--- src/rtl/bin_to_bcd_seq_pkg.sv ---
// Shared definitions for the sequential binary-to-BCD display converter.
package bin_to_bcd_seq_pkg;

    // FSM state encodings
    localparam logic [1:0] S_IDLE  = 2'd0;
    localparam logic [1:0] S_SHIFT = 2'd1;
    localparam logic [1:0] S_DONE  = 2'd2;

    // Digit code that forces a 7-segment decoder to its blank default
    localparam logic [3:0] BCD_BLANK = 4'hF;

    // Double-dabble digit correction: add 3 to any digit of 5 or more so the
    // following left shift carries correctly into the next decimal digit.
    function automatic logic [3:0] add3_if_ge5(input logic [3:0] d);
        return (d >= 4'd5) ? (d + 4'd3) : d;
    endfunction

endpackage

--- src/rtl/bin_to_bcd_seq_digit_adj.sv ---
// Combinational per-digit add-3 correction used before each shift.
module bcd_digit_adj
    import bin_to_bcd_seq_pkg::*;
(
    input  logic [3:0] din,
    output logic [3:0] dout
);

    // Correct one BCD digit ahead of the shift
    assign dout = add3_if_ge5(din);

endmodule

--- src/rtl/bin_to_bcd_seq.sv ---
// Sequential binary-to-BCD converter (shift-and-add-3), one operand bit per clock.
// Signed operands are converted by magnitude; the sign is reported separately.
module bin_to_bcd_seq
    import bin_to_bcd_seq_pkg::*;
#(
    parameter int WIDTH  = 16,
    parameter int DIGITS = 5
) (
    input  logic                  clock,
    input  logic                  reset_n,
    input  logic                  start,
    input  logic                  is_signed,
    input  logic [WIDTH-1:0]      binary,
    output logic                  busy,
    output logic                  done,
    output logic [4*DIGITS-1:0]   bcd_out,
    output logic                  negative,
    output logic                  overflow
);

    localparam int CW = $clog2(WIDTH + 1);
    localparam logic [WIDTH-1:0] ONE      = WIDTH'(1);
    localparam logic [CW-1:0]    CNT_LAST = CW'(WIDTH - 1);
    localparam logic [CW-1:0]    CNT_INC  = CW'(1);

    logic [1:0]            state;
    logic [4*DIGITS-1:0]   acc;
    logic [4*DIGITS-1:0]   acc_adj;
    logic [4*DIGITS-1:0]   acc_nxt;
    logic [WIDTH-1:0]      mag;
    logic [WIDTH-1:0]      neg_bin;
    logic                  sign_q;
    logic                  ovf_acc;
    logic                  ovf_nxt;
    logic                  operand_neg;
    logic [CW-1:0]         cnt;

    genvar g;
    generate
        for (g = 0; g < DIGITS; g++) begin : g_adj
            bcd_digit_adj u_adj (
                .din  (acc[4*g +: 4]),
                .dout (acc_adj[4*g +: 4])
            );
        end
    endgenerate

    // Two's-complement negate is taken modulo 2^WIDTH, so the most negative
    // operand maps exactly onto its unsigned magnitude.
    assign operand_neg = is_signed & binary[WIDTH-1];
    assign neg_bin     = ~binary + ONE;

    // Adjusted accumulator shifted left with the next operand bit; the bit
    // leaving the top digit means the value needs more than DIGITS digits.
    assign acc_nxt = {acc_adj[4*DIGITS-2:0], mag[WIDTH-1]};
    assign ovf_nxt = ovf_acc | acc_adj[4*DIGITS-1];

    // Control FSM, shift datapath and output registers
    always_ff @(posedge clock) begin
        if (!reset_n) begin
            state    <= S_IDLE;
            busy     <= 1'b0;
            done     <= 1'b0;
            bcd_out  <= '0;
            negative <= 1'b0;
            overflow <= 1'b0;
            acc      <= '0;
            mag      <= '0;
            sign_q   <= 1'b0;
            ovf_acc  <= 1'b0;
            cnt      <= '0;
        end else begin
            case (state)
                S_IDLE: begin
                    done <= 1'b0;
                    if (start) begin
                        mag     <= operand_neg ? neg_bin : binary;
                        sign_q  <= operand_neg;
                        acc     <= '0;
                        ovf_acc <= 1'b0;
                        cnt     <= '0;
                        busy    <= 1'b1;
                        state   <= S_SHIFT;
                    end
                end
                S_SHIFT: begin
                    acc     <= acc_nxt;
                    mag     <= mag << 1;
                    ovf_acc <= ovf_nxt;
                    cnt     <= cnt + CNT_INC;
                    if (cnt == CNT_LAST) begin
                        bcd_out  <= acc_nxt;
                        negative <= sign_q;
                        overflow <= ovf_nxt;
                        busy     <= 1'b0;
                        done     <= 1'b1;
                        state    <= S_DONE;
                    end
                end
                S_DONE: begin
                    done  <= 1'b0;
                    state <= S_IDLE;
                end
                default: begin
                    busy  <= 1'b0;
                    done  <= 1'b0;
                    state <= S_IDLE;
                end
            endcase
        end
    end

endmodule

--- config.mk ---
export PLATFORM = sky130hd
export DESIGN_NAME = bin_to_bcd_seq
export DESIGN_NICKNAME = d
export VERILOG_FILES = /design/src/rtl/bin_to_bcd_seq_pkg.sv /design/src/rtl/bin_to_bcd_seq_digit_adj.sv /design/src/rtl/bin_to_bcd_seq.sv
export SDC_FILE = /design/constraint.sdc
export NUM_CORES = 1
export LEC_CHECK = 0
export ABC_AREA = 1
export CAP_MARGIN = 0
export CORE_MARGIN = 8
export CORE_UTILIZATION = 59
export DETAILED_ROUTE_END_ITERATION = 8
export GPL_ROUTABILITY_DRIVEN = 0
export PLACE_DENSITY = 0.83
export SETUP_SLACK_MARGIN = 0.15
export SLEW_MARGIN = 20
export SYNTH_ARGS = -nofsm -noshare
export SYNTH_HDL_FRONTEND = slang
export SYNTH_SLANG_ARGS = --single-unit
--- constraint.sdc ---
create_clock -name clock -period 3.12 [get_ports clock]
set_input_delay 0.624 -clock clock [delete_from_list [all_inputs] [get_ports clock]]
set_output_delay 0.624 -clock clock [all_outputs]
set_load 0.01 [all_outputs]
# ---- Yosys cells after proc, flatten, opt, wreduce, memory -nomap -nowiden
# Cells that the tools add are included.
dict set report word_totals {
  regBits 69
  latch_bits 0
  mem_bits_rw 0
  rom_bits 0
  in_bits 20
  output_inout_bits 24
  word_cells 60
  memories 0
}
dict set report op_classes {
  add_sub_neg 7
  mul 0
  div_mod_pow 0
  n_lt_le_gt_ge 5
  eq_ne 5
  n_shift 0
  mux 20
  bitwise 4
  n_reduce_logical 8
}
# operator n
set ops {}
lappend ops {{one-hot mux 20 bit (2 select lines)} 1}
lappend ops {{2-to-1 mux 16 bit} 2}
lappend ops {{one-hot mux 16 bit (2 select lines)} 1}
lappend ops {{adder 4 x 2 -> 4 bit, second input constant} 5}
lappend ops {{greater-or-equal comparator 4 x 3 -> 1 bit, second input constant} 5}
lappend ops {{2-to-1 mux 20 bit} 1}
lappend ops {{2-to-1 mux 4 bit} 5}
lappend ops {{adder 16 x 1 -> 16 bit, second input constant} 1}
lappend ops {{inverter 16 bit} 1}
lappend ops {{one-hot mux 5 bit (2 select lines)} 1}
lappend ops {{AND reduction 2 bit} 5}
lappend ops {{adder 5 x 1 -> 5 bit, second input constant} 1}
lappend ops {{== test 5 x 4 -> 1 bit, second input constant} 1}
lappend ops {{2-to-1 mux 5 bit} 1}
lappend ops {{2-to-1 mux 2 bit} 2}
lappend ops {{!= test 2 bit, second input constant} 2}
lappend ops {{one-hot mux 2 bit (2 select lines)} 1}
lappend ops {{2-to-1 mux 1 bit} 3}
lappend ops {{one-hot mux 1 bit (3 select lines)} 1}
lappend ops {{AND reduction 3 bit} 1}
lappend ops {{== test 2 x 1 -> 1 bit, second input constant} 1}
lappend ops {{== test 2 bit, second input constant} 1}
lappend ops {{zero test 2 bit} 1}
lappend ops {{one-hot mux 1 bit (2 select lines)} 1}
lappend ops {{4 further kinds} 4}

# ---- Longest topological paths before layout
# Gate-level depths: netlist (run 1).
dict set report logic_depth {
  ltp_word 5
  depth_mapped 10
  ltp_nobuf 10
}

# ---- By module
# From an unflattened synthesis (run 1), not the netlist that was laid out.
dict set report unflattened {
  cells_unflattened 488
  area_unflattened_um2 3565.9
}
# mod n_inst cells_each area_each_um2 seq_area_each_um2
set modules_own_cells {}
lappend modules_own_cells {bin_to_bcd_seq 1 373 2890.3 1381.3}
lappend modules_own_cells {bcd_digit_adj 5 23 135.1 0.0}

# ---- Worst setup path before layout (run 1)
# Ideal clock, no wire load.
dict set report synth_path {
  path_kind {input to register}
  start {in binary[0]}
  end {reg mag[6]}
  setup_ps 132
  arrival_time_ps 1507
  t_required_ps 2988
  setup_slack_ps 1481
  stages 8
  n_path_buf 0
  cell_sequence {inv_1 -> ha_1 -> nand2_1 -> nand2_1 -> o21ai_0 -> or2_2 -> nand3_1 -> a21oi_1}
}
dict set report synth_between {
  elab_chain_len 5
}
# element line_no
set synth_lines {}
lappend synth_lines {{from (decl)} bin_to_bcd_seq.sv:13} ;# input logic [WIDTH-1:0] binary,
lappend synth_lines {{inverter 16 bit} bin_to_bcd_seq.sv:51} ;# assign neg_bin = ~binary + ONE;
lappend synth_lines {{adder 16 x 1 -> 16 bit} bin_to_bcd_seq.sv:51}
lappend synth_lines {{2-to-1 mux 16 bit} bin_to_bcd_seq.sv:77} ;# mag <= operand_neg ? neg_bin : binary;
lappend synth_lines {{2-to-1 mux 16 bit} bin_to_bcd_seq.sv:76} ;# if (start) begin
lappend synth_lines {{one-hot mux 16 bit (2 select lines)} bin_to_bcd_seq.sv:73} ;# case (state)
lappend synth_lines {{to (signal assigned)} bin_to_bcd_seq.sv:77}
lappend synth_lines {{to (signal assigned)} bin_to_bcd_seq.sv:88} ;# mag <= mag << 1;
lappend synth_lines {{to (decl)} bin_to_bcd_seq.sv:30} ;# logic [WIDTH-1:0] mag;
# No other way between the ends. The select of a mux whose other input is x is not followed.
# A chain may end at the register's enable or synchronous reset.

# ---- Worst setup path in the final report (run 1)
dict set report layout_path {
  start {reg cnt[0]}
  end {reg bcd_out[4]}
}
dict set report layout_between {
  elab_chain_len 2
}
# element line_no
set layout_lines {}
lappend layout_lines {{from (decl)} bin_to_bcd_seq.sv:36} ;# logic [CW-1:0] cnt;
lappend layout_lines {{from (signal assigned)} bin_to_bcd_seq.sv:90} ;# cnt <= cnt + CNT_INC;
lappend layout_lines {{== test 5 x 4 -> 1 bit} bin_to_bcd_seq.sv:91} ;# if (cnt == CNT_LAST) begin
lappend layout_lines {{AND reduction 2 bit (no source line)} n/a}
lappend layout_lines {{to (signal assigned)} bin_to_bcd_seq.sv:92} ;# bcd_out <= acc_nxt;
lappend layout_lines {{to (decl)} bin_to_bcd_seq.sv:16} ;# output logic [4*DIGITS-1:0] bcd_out,
# No other way between the ends.

==> flow_metrics.tcl, run 1 <==
set metrics [dict create \
    status "completed" \
    drt_pass1_iterations 5 \
    cts_hold_buf 0 \
    rows 27 \
    slew_headroom_pct 57.7 \
    fin_nets 515 \
    grt-ovfl-total 0 \
    ios 44 \
    p_total_mw 1.85 \
    holdCritStartpoint "cnt[3]" \
    ys.flop_type "dfxtp_1" \
    diodes 0 \
    critical_path_required_ns 3.36 \
    fmax_mhz 438 \
    cts_root_buffer "clkbuf_8" \
    avgSynthCellArea_um2 7.67 \
    p_leak_nw 1.64 \
    hold_path_class "reg2reg" \
    worst_slack_ns 0.835 \
    ys_warn_count 0 \
    clock_skew_ns 0.00847 \
    grt_max_degree 38 \
    path_clk_slew_ns 0.07 \
    cts.sinks 69 \
    power_density_nw_per_um2 461 \
    min_period_over_period_pct 73.2 \
    wl_um 7690 \
    area_delta_synth_final_pct 18.5 \
    drc 0 \
    min_period_ns 2.28 \
    grt_first_pass_wirelength_um 13200 \
    drive_above_1_share_pct 7.61 \
    cts_buffers 9 \
    synth_nets 475 \
    setup_violations 0 \
    cts_resized 0 \
    synth.distinct_cells 35 \
    cts_tree "done" \
    clk_path_buf_depth 2 \
    antenna_found_initial 0 \
    startpoint "cnt[0]" \
    finalHoldViolCount 0 \
    setup_tns_ns 0 \
    yosys-top-cells-area "dfxtp_1, nand2_1, inv_1" \
    cap_violations 0 \
    drt_iter0_drc 175 \
    num_vias 3069 \
    viasPerCell 5.50 \
    worst_setup_path_end_kind "flop" \
    crit_arrival_ns 2.52 \
    synthCells 442 \
    syn_area_um2 3390 \
    die_w_um 91.8 \
    insertion_delay_ns 0.34 \
    crit_path_start_kind "flop" \
    vdd_drop_max_uv 297 \
    groute.usage.overall_pct 18.9 \
    wl_per_cell_um 13.8 \
    synth_top_area_share_pct 40.7 \
    rsz0062_at_grt "no" \
    pre_cts_ws_ns 0.600 \
    mostFrequentLayoutCells "nand2_1, dfxtp_1, inv_1" \
    tightest_slew_ns 0.632 \
    r2r_start "cnt[0]" \
    grt_pass1_vias 3017 \
    fp.dieArea_um2 8430 \
    crit_type "reg2reg" \
    yosysTopAreaCell "dfxtp_1" \
    core_um2 5540 \
    hpwlAfterDp_um 5620 \
    cts_setup_buffers 0 \
    synth_enable_flop_cells 0 \
    cts.htree.levels 3 \
    start_util_pct 61.2 \
    portBuffers 43 \
    fin_util_pct 72.5 \
    worst-r2r-cell-count 9 \
    drtAntennaViolNets 0 \
    yosys_register_bits 69 \
    ys_async_sr_fraction_pct 0 \
    dieHeight_um 91.8 \
    final-max-slew-violation-count 0 \
    min_path_cells 2 \
    seq_area_frac_synth_pct 40.7 \
    crit_fanout 37 \
]
==> metrics by stage <==
stage	cell area, um^2	hold WS [ns]	std cells
3_3_place_gp	3820	0.450	543
4_1_cts	4020	0.478	558
6_report	4020	0.477	558
3_5_place_dp	3820	0.467	543
5_1_grt	4020	0.497	558
2_1_floorplan	3390	0.442	442
==> logic make-up (layout without fill, tap and decap cells) <==
logic type                 after synthesis  in the layout  synth area share, %
xor gates and xnor gates                 6              6                 1.55
buffers and inverters                   87            131                 11.3
adders and majority gates               13             13                 4.80
and+or+nand+nor                        136            136                 18.5
AOI/OAI and AO/OA                      131            131                 23.1
DFF                                     69             69                 40.7
==> final timing paths <==
check                                  end  slack, ns
worst max register to register  bcd_out[4]       0.84
worst min register to register      cnt[3]       0.48
worst min-delay path                cnt[3]       0.48
worst max-delay path            bcd_out[4]       0.84
==> critical path: stages, from the launching register on <==
cell and delay (ns):
dfxtp_1 0.39, ha_1 0.17, inv_1 0.06, nor3_1 0.17, ha_1 0.25, inv_1 0.14, nor2_8 0.41, inv_1 0.31
o21bai_1 0.22, inv_1 0.06
==> power breakdown <==
part / internal, mW / switching, mW
sequential: 0.907 / 0.0174
clock: 0.405 / 0.319
combinational: 0.0763 / 0.126
total: 1.39 / 0.463
==> synthesized netlist by cell type, drive strengths merged (11+ instances only) <==
cell    number
ha          13
a21oi       27
nand2       71
o211ai      13
a22oi       11
nand3       27
o22ai       14
buf         13
inv         70
o21ai       51
nor2        28
dfxtp       69
==> state kept, by name, summed over array words and instances (netlist names) <==
signal    flops
mag          16
sign_q        1
ovf_acc       1
negative      1
bcd_out      20
acc          20
done          1
busy          1
cnt           5
overflow      1
state         2
==> layout make-up <==
type                       count  area [um^2]
tap                           72         90.1
inverter                      70          268
timing repair buffer          46          453
fill                         443         1520
multi-input combinational    286         1630
clock buffer                  11          151
clock inverter                 4         47.5
sequential                    69         1380
==> per-layer routing <==
metal / up-vias / GRT usage (%) / wire (um)
met4: 0 / 8.59 / 125
li1: 1565 / - / -
met2: 81 / 30.6 / 3620
met3: 10 / 4.48 / 383
met1: 1413 / 23.3 / 3570
met5: - / 0 / 0
(Power assumes the default switching activity.)
==> inputs of run 2 (changes only) <==
- CORE_UTILIZATION: 59 -> 50
- PLACE_DENSITY: 0.83 -> 0.75
- clock period: 3.12 -> 2 ns (I/O delays scaled with it)
==> flow_metrics.tcl, run 2 (synthesized netlist as in run 1, its figures left out) <==
set metrics [dict create \
    status "completed" \
    min_period_ns 1.73 \
    area_delta_synth_final_pct 22.2 \
    drt_pass1_iterations 5 \
    ios 44 \
    vdd_drop_max_uv 292 \
    wl_per_cell_um 12.7 \
    cts_tree "done" \
    setup_tns_ns 0 \
    finalHoldViolCount 0 \
    path_buf_inv 4 \
    p_leak_nw 1.71 \
    crit_chain "ha_1 > inv_1 > nor3_2 > ha_2 > inv_2 > nor2_8 > clkinvlp_4 > o21bai_1 > inv_1" \
    fin_nets 529 \
    crit_fanout 8 \
    fmax_mhz 579 \
    grt-ovfl-total 0 \
    grt_pass1_vias 3045 \
    cts.sinks 69 \
    dieHeight_um 98.4 \
    drive_above_1_share_pct 11.6 \
    viasPerCell 5.27 \
    wl_um 7410 \
    grt_first_pass_wirelength_um 12900 \
    cts_root_buffer "clkbuf_8" \
    worst_slack_ns 0.272 \
    grt_max_degree 21 \
    critPathMostFrequentCell "inv_1" \
    diodes 0 \
    portBuffers 43 \
    rsz0062_at_grt "no" \
    sequentialPowerShare_pct 51.7 \
    power_density_nw_per_um2 674 \
    setup_violations 0 \
    worst_setup_path_end_kind "flop" \
    hpwlAfterDp_um 5680 \
    cts_buffers 9 \
    path_clk_slew_ns 0.07 \
    timing.hold.ws_ns 0.458 \
    groute.usage.overall_pct 15.9 \
    power.switching_mw 0.723 \
    min_period_over_period_pct 86.4 \
    clock_skew_ns 0.00800 \
    reg2reg_slack_ns 0.27 \
    clk_path_buf_depth 2 \
    clock_power_share_pct 36.1 \
    intPower_mw 2.07 \
    start_util_pct 50.7 \
    swShare_pct 25.9 \
    pre_cts_ws_ns 0.0782 \
    crit_arrival_ns 1.96 \
    cts_hold_buf 0 \
    drtAntennaViolNets 0 \
    final-max-slew-violation-count 0 \
    top_regs "acc: 20 flops, bcd_out: 20 flops, mag: 16 flops" \
    cts.htree.levels 3 \
    critPathSlowestCell "dfxtp_2" \
    final_cells 581 \
    dp.cells 562 \
    drt_iter0_drc 95 \
    tightest_slew_ns 0.426 \
    antenna_found_initial 0 \
    slowest_delay_ns 0.35 \
    insertion_delay_ns 0.34 \
    critical_path_required_ns 2.23 \
    crit_type "reg2reg" \
    layout_commonest_cell "nand2_1" \
    drc 0 \
    die_w_um 98.4 \
    hold_path_class "reg2reg" \
    path_delay_family "buffers and inverters" \
    cap_violations 0 \
    slew_headroom_pct 71.3 \
    p_comb_share_pct 12.3 \
    core_um2 6680 \
    crit_path_start_kind "flop" \
    mostFrequentLayoutCells "nand2_1, dfxtp_1, inv_1" \
    fp.dieArea_um2 9670 \
    num_vias 3064 \
    rows 30 \
]
[run 2: changes by cell type in the layout (fill, tap and decap cells not counted), moves of 2 or more]
cell,delta
buf_4,+12
dfxtp_1,-2
dfxtp_2,+2
inv_1,-2
[run 2: timing repair]
action,in CTS,in global routing
gates resized for setup,4,4
pin swaps,2,3
setup buffers,1,2
setup endpoints to repair,16,21
[run 2: area by class of cell]
| cell class | count | area [um^2] |
|---|---|---|
| clock buffers | 12 | 155 |
| clock inverters | 4 | 22.5 |
| fillers | 615 | 2540 |
| inverters | 70 | 272 |
| multi-input cells | 286 | 1640 |
| flip-flops and latches | 69 | 1380 |
| well taps | 80 | 100 |
| repair buffers | 60 | 574 |
[run 2: metal layers]
metal	vias to the layer above	global-route usage, %	wire length [um]	part of all wire [%]
met1	1400	17.6	3390	46
met5	-	0	0	0
met3	12	3.63	244	3.3
li1	1594	-	-	-
met4	0	7.32	106	1.4
met2	58	28.2	3660	49
[run 2: per-stage QoR]
step                      cell area (um^2)  power [mW]  util (%)
final                                 4140        2.79      62.0
after global routing                  4140        2.93      62.0
after CTS                             4120        2.82      61.7
after detailed placement              3920        1.82      58.7
after global placement                3920        1.81      58.7
after floorplan                       3390        1.70         -
[run 2: power groups by stage]
stage	Clock [mW]	Sequential (mW)	Combinational [mW]
2_1_floorplan	0	1.47	0.234
3_3_place_gp	0	1.47	0.335
3_5_place_dp	0	1.47	0.343
4_1_cts	1.04	1.44	0.343
5_1_grt	1.11	1.45	0.379
6_report	1.01	1.44	0.342
[run 2: final timing paths]
kind / from / endpoint / cells past startpoint
hold reg to reg: cnt[0] / cnt[0] / 1
setup reg to reg: cnt[0] / bcd_out[2] / 9
hold / removal: cnt[0] / cnt[0] / 1
setup / recovery: cnt[0] / bcd_out[2] / 9
==> variant 1 (flow settings as in run 1) <==
Register the output `bcd_out` once more, cleared by the reset; this adds one clock of latency there. The other outputs are not delayed to match.
--- a/src/rtl/bin_to_bcd_seq.sv
+++ b/src/rtl/bin_to_bcd_seq.sv
@@ -24,2 +24,4 @@
     localparam logic [CW-1:0]    CNT_INC  = CW'(1);
+
+    logic [4*DIGITS-1:0] bcd_s0;
 
@@ -63,3 +65,3 @@
             done     <= 1'b0;
-            bcd_out  <= '0;
+            bcd_s0   <= '0;
             negative <= 1'b0;
@@ -91,3 +93,3 @@
                     if (cnt == CNT_LAST) begin
-                        bcd_out  <= acc_nxt;
+                        bcd_s0   <= acc_nxt;
                         negative <= sign_q;
@@ -112,2 +114,10 @@
 
+    always_ff @(posedge clock) begin
+        if (!reset_n) begin
+            bcd_out <= '0;
+        end else begin
+            bcd_out <= bcd_s0;
+        end
+    end
+
 endmodule
Formal check against the unedited RTL: same outputs for any inputs over 10 cycles, from zero or initial values and one cycle with reset_n low; that may be too few to reach the edited logic, so the function may still have changed.
==> variant 1 against run 1 <==
- cell area grew 13%
- largest cell class is now registers
- sequential cell count grew 20
- area after synthesis grew 14%
- largest power group unchanged
- sequential power grew 26%
- wire length grew 9.4%
- critical endpoint is now bcd_s0[14]
- setup slack gained 53 ps
- total power grew 19%
- core utilization shrank 1.0 points
==> variant 1: results (changes against run 1) <==
\begin{tabular}{lr}
\hline
Metric & Value \\
\hline
\multicolumn{2}{l}{\textbf{Outcome}} \\
Run status & complete, no violations (unchanged) \\
\multicolumn{2}{l}{\textbf{Routing}} \\
First-pass iteration count of the detailed router & 6 (was 5) \\
Final wirelength & 8.418 mm (was 7.694 mm) \\
Vias after detailed routing & 3353 (was 3069) \\
\multicolumn{2}{l}{\textbf{Critical path}} \\
Max FO, Critical Path & 26 (was 37) \\
Data arrival time at the worst-slack endpoint & 2510 ps (was 2520 ps) \\
Largest stage delay, worst path & 390 ps (was 410 ps) \\
Worst path slowest cell & sky130\_fd\_sc\_hd\_\_dfxtp\_1 (was sky130\_fd\_sc\_hd\_\_nor2\_8) \\
\multicolumn{2}{l}{\textbf{Global routing}} \\
Met3 layer usage reported by global route & 5.192\% (was 4.482\%) \\
Global-route wire length before repair & 14.41 mm (was 13.20 mm) \\
Global Route met2 Usage & 30.68\% (was 30.55\%) \\
Number of global-route vias before repair & 3263 (was 3017) \\
Global routing usage on met1 & 21.13\% (was 23.34\%) \\
Pin count of the biggest net entering global routing & 35 (was 38) \\
Total track usage & 17.95\% (was 18.90\%) \\
\multicolumn{2}{l}{\textbf{Synth}} \\
Parity-gate share of the synthesized area counting xor and xnor cells & 1.129\% (was 1.550\%) \\
Synth Area in Compound Gates & 18.41\% (was 23.10\%) \\
Post-Syn Nets & 530 (was 475) \\
Synthesized instance count & 497 (was 442) \\
Area share of fa/ha/maj cells after synthesis & 4.192\% (was 4.797\%) \\
Post-synth top cells & 91 x sky130\_fd\_sc\_hd\_\_nand2\_1, 89 x sky130\_fd\_sc\_hd\_\_dfxtp\_1, 89 x sky130\_fd\_sc\_hd\_\_inv\_1 (was 69 x sky130\_fd\_sc\_hd\_\_dfxtp\_1, 69 x sky130\_fd\_sc\_hd\_\_nand2\_1, 65 x sky130\_fd\_sc\_hd\_\_inv\_1) \\
\multicolumn{2}{l}{\textbf{Timing}} \\
Worst clock skew on the final layout & 5.845 ps (was 8.468 ps) \\
\multicolumn{2}{l}{\textbf{Cells and area}} \\
Final cell count without fillers & 619 (was 558) \\
Largest registers & acc (20), bcd\_out (20), bcd\_s0 (20) (was acc (20), bcd\_out (20), mag (16)) \\
Fillers & 512 (was 443) \\
Layout cells sized above 1 & 6.458\% (was 7.613\%) \\
\multicolumn{2}{l}{\textbf{Power and ir drop}} \\
Worst IR drop on VDD & 0.5099 mV (was 0.2973 mV) \\
Leakage dissipation & 2.053 nW (was 1.640 nW) \\
\multicolumn{2}{l}{\textbf{Placed design}} \\
HPWL Detailed & 6.025 mm (was 5.617 mm) \\
\hline
\end{tabular}
==> variant 1: cell types whose count changed after synthesis, sizes merged, moves of 3 or more <==
cell and change:
inv +23, o22ai +11, o21ai -5, nand2 +22
dfxtp +20, o21bai -5, nor2 -4, o211ai -6
a21oi +3
==> variant 1: stage by stage <==
step	hold slack [ps]	setup WS, ps	area, um^2
final	427.3	888.5	4537
after detailed placement	417.7	766.8	4318
after CTS	429.9	923.7	4537
after global placement	411.8	790.0	4318
after global routing	442.0	659.0	4537
after floorplan	400.1	1520	3880
==> variant 1: power by group <==
group | total, mW | internal (mW) | switching [mW]
sequential | 1.17 | 1.16 | 0.0121
combinational | 0.178 | 0.0677 | 0.110
clock | 0.854 | 0.451 | 0.404
==> variant 1: kinds of logic after synthesis <==
| family | after synthesis |
|---|---|
| adder cells (fa/ha/maj) | 13 |
| AND/OR/NAND/NOR | 155 |
| flip-flops | 89 |
| AO/OA/AOI/OAI | 125 |
| buffers and inverters | 110 |
| XOR/XNOR | 5 |
==> variant 1: per-layer routing <==
metal	up-vias	wire, um
met3	16	403
met2	87	4095
li1	1701	-
met5	-	0
met4	0	132
met1	1549	3786
==> variant 1: layout make-up <==
type	instances	area [um^2]	share of cell area, %
Sequential cell	89	1782	39.27
Multi-Input combinational cell	298	1638	36.10
Timing Repair Buffer	46	452.9	9.983
Inverter	93	349.1	7.694
Clock buffer	9	123.9	2.730
Tap cell	77	96.34	2.124
Clock inverter	7	95.09	2.096
==> variant 1: final timing paths <==
check / slack (ps) / startpoint / endpoint / cells past startpoint
max: 890 / cnt[0] / bcd_s0[14] / 10
min: 430 / bcd_s0[1] / bcd_out[1] / 2
max reg2reg: 890 / cnt[0] / bcd_s0[14] / 10
min reg2reg: 430 / bcd_s0[1] / bcd_out[1] / 2
==> variant 1: critical path, delay by kind of cell (launching register included) <==
family | cells | cell delay [ps]
buf+inv | 4 | 480
fa+ha+maj | 2 | 360
flops | 1 | 390
compound gates | 1 | 170
simple gates | 3 | 730
==> variant 2 (flow settings as in run 1) <==
Without the edit above. `DIGITS`: 5 -> 6.
--- a/src/rtl/bin_to_bcd_seq.sv
+++ b/src/rtl/bin_to_bcd_seq.sv
@@ -6,3 +6,3 @@
     parameter int WIDTH  = 16,
-    parameter int DIGITS = 5
+    parameter int DIGITS = 6
 ) (
Ports: changed (resized bcd_out); port bits go from 44 to 48. The function was not compared with the original's and may differ.
==> variant 2 against run 1 <==
- wire length increased by 4.3%
- first-iteration DRC count increased by 8.6%
- maximum frequency increased by 2.9%
- sequential share of layout area increased by 1.1 points
- die area increased by 7.4%
- hold slack improved by 8.4 ps
- sequential power increased by 11%
- register-to-register slack improved by 210 ps
- sequential cell count increased by 8
- setup slack improved by 63 ps
- critical path type is now primary input to flop
- total power increased by 2.6%
- cell area increased by 8.2%
- highest routed layer unchanged
- area after synthesis increased by 9.0%
==> variant 2: results (changes against run 1) <==
\begin{tabular}{lr}
\hline
Metric & Value \\
\hline
\multicolumn{2}{l}{\textbf{Placed design}} \\
Standard cell area after detailed placement & 4168 um\^{}2 (was 3817 um\^{}2) \\
Port Buffers & 47 (was 43) \\
HPWL Detailed & 5.893 mm (was 5.617 mm) \\
Placed instance count & 583 (was 543) \\
\multicolumn{2}{l}{\textbf{Timing}} \\
Worst Setup Slack, final & 898.4 ps (was 835.1 ps) \\
Worst clock skew on the final layout & 8.218 ps (was 8.468 ps) \\
Worst slew slack as a fraction of its limit & 50.48\% (was 57.74\%) \\
Final Hold Slack & 484.9 ps (was 476.5 ps) \\
\multicolumn{2}{l}{\textbf{Routing}} \\
Vias after detailed routing & 3278 (was 3069) \\
\multicolumn{2}{l}{\textbf{Outcome}} \\
Run status & complete, no violations (unchanged) \\
\multicolumn{2}{l}{\textbf{Cells and area}} \\
Fillers & 493 (was 443) \\
Final standard cell area without fillers & 4345 um\^{}2 (was 4016 um\^{}2) \\
Largest registers & acc (24), bcd\_out (24), mag (16) (was acc (20), bcd\_out (20), mag (16)) \\
Share of the final layout cell area in sequential cells & 35.47\% (was 34.39\%) \\
Portion of the layout cell area used by non-clock buffers & 11.17\% (was 11.28\%) \\
Clock buffers and inverters, area share & 4.089\% (was 4.953\%) \\
Buffers, non-clock & 49 (was 46) \\
Layout cells sized above 1 & 7.102\% (was 7.613\%) \\
Final cell count without fillers & 598 (was 558) \\
\multicolumn{2}{l}{\textbf{Power and ir drop}} \\
Worst IR drop on VDD & 0.3096 mV (was 0.2973 mV) \\
Leakage dissipation & 1.687 nW (was 1.640 nW) \\
\multicolumn{2}{l}{\textbf{Synth}} \\
Synthesized instance count & 477 (was 442) \\
Part of the Yosys area used for sequential elements & 41.72\% (was 40.74\%) \\
Post-Syn Nets & 512 (was 475) \\
Post-synth top cells & 77 x sky130\_fd\_sc\_hd\_\_dfxtp\_1, 70 x sky130\_fd\_sc\_hd\_\_nand2\_1, 61 x sky130\_fd\_sc\_hd\_\_inv\_1 (was 69 x sky130\_fd\_sc\_hd\_\_dfxtp\_1, 69 x sky130\_fd\_sc\_hd\_\_nand2\_1, 65 x sky130\_fd\_sc\_hd\_\_inv\_1) \\
\multicolumn{2}{l}{\textbf{Global routing}} \\
Pin count of the biggest net entering global routing & 36 (was 38) \\
Total track usage & 18.73\% (was 18.90\%) \\
Number of global-route vias before repair & 3156 (was 3017) \\
Global-route wire length before repair & 13.94 mm (was 13.20 mm) \\
\multicolumn{2}{l}{\textbf{Clock tree}} \\
Total clock sinks & 77 (was 69) \\
\multicolumn{2}{l}{\textbf{Critical path}} \\
Worst setup path startpoint & reset\_n (was cnt[0]) \\
Data arrival time at the worst-slack endpoint & 2470 ps (was 2520 ps) \\
\hline
\end{tabular}
-- variant 2: cells by family after synthesis --
group	Yosys count	synth area share, %
AND/OR/NAND/NOR	153	19.40
AO/OA/AOI/OAI	136	21.77
buffers and inverters	86	9.651
flip-flops	77	41.72
adder cells (fa/ha/maj)	15	5.080
XOR/XNOR	10	2.370
-- variant 2: per-layer routing --
| layer | GRT usage, % | wire length, um |
|---|---|---|
| met1 | 22.19 | 3606 |
| met4 | 4.941 | 32 |
| met5 | 0 | 0 |
| met3 | 4.961 | 372 |
| met2 | 32.62 | 4016 |
-- variant 2: power breakdown --
part / leakage, nW / internal [mW] / switching, mW
clock network: 0.0926 / 0.349 / 0.322
logic: 0.971 / 0.0742 / 0.128
registers: 0.623 / 1.01 / 0.0174
total: 1.69 / 1.43 / 0.467
-- variant 2: worst max-delay path: stages --
cell	delay, ps
sky130_fd_sc_hd__clkdlybuf4s50_1	950
sky130_fd_sc_hd__inv_1	530
sky130_fd_sc_hd__o32ai_2	360
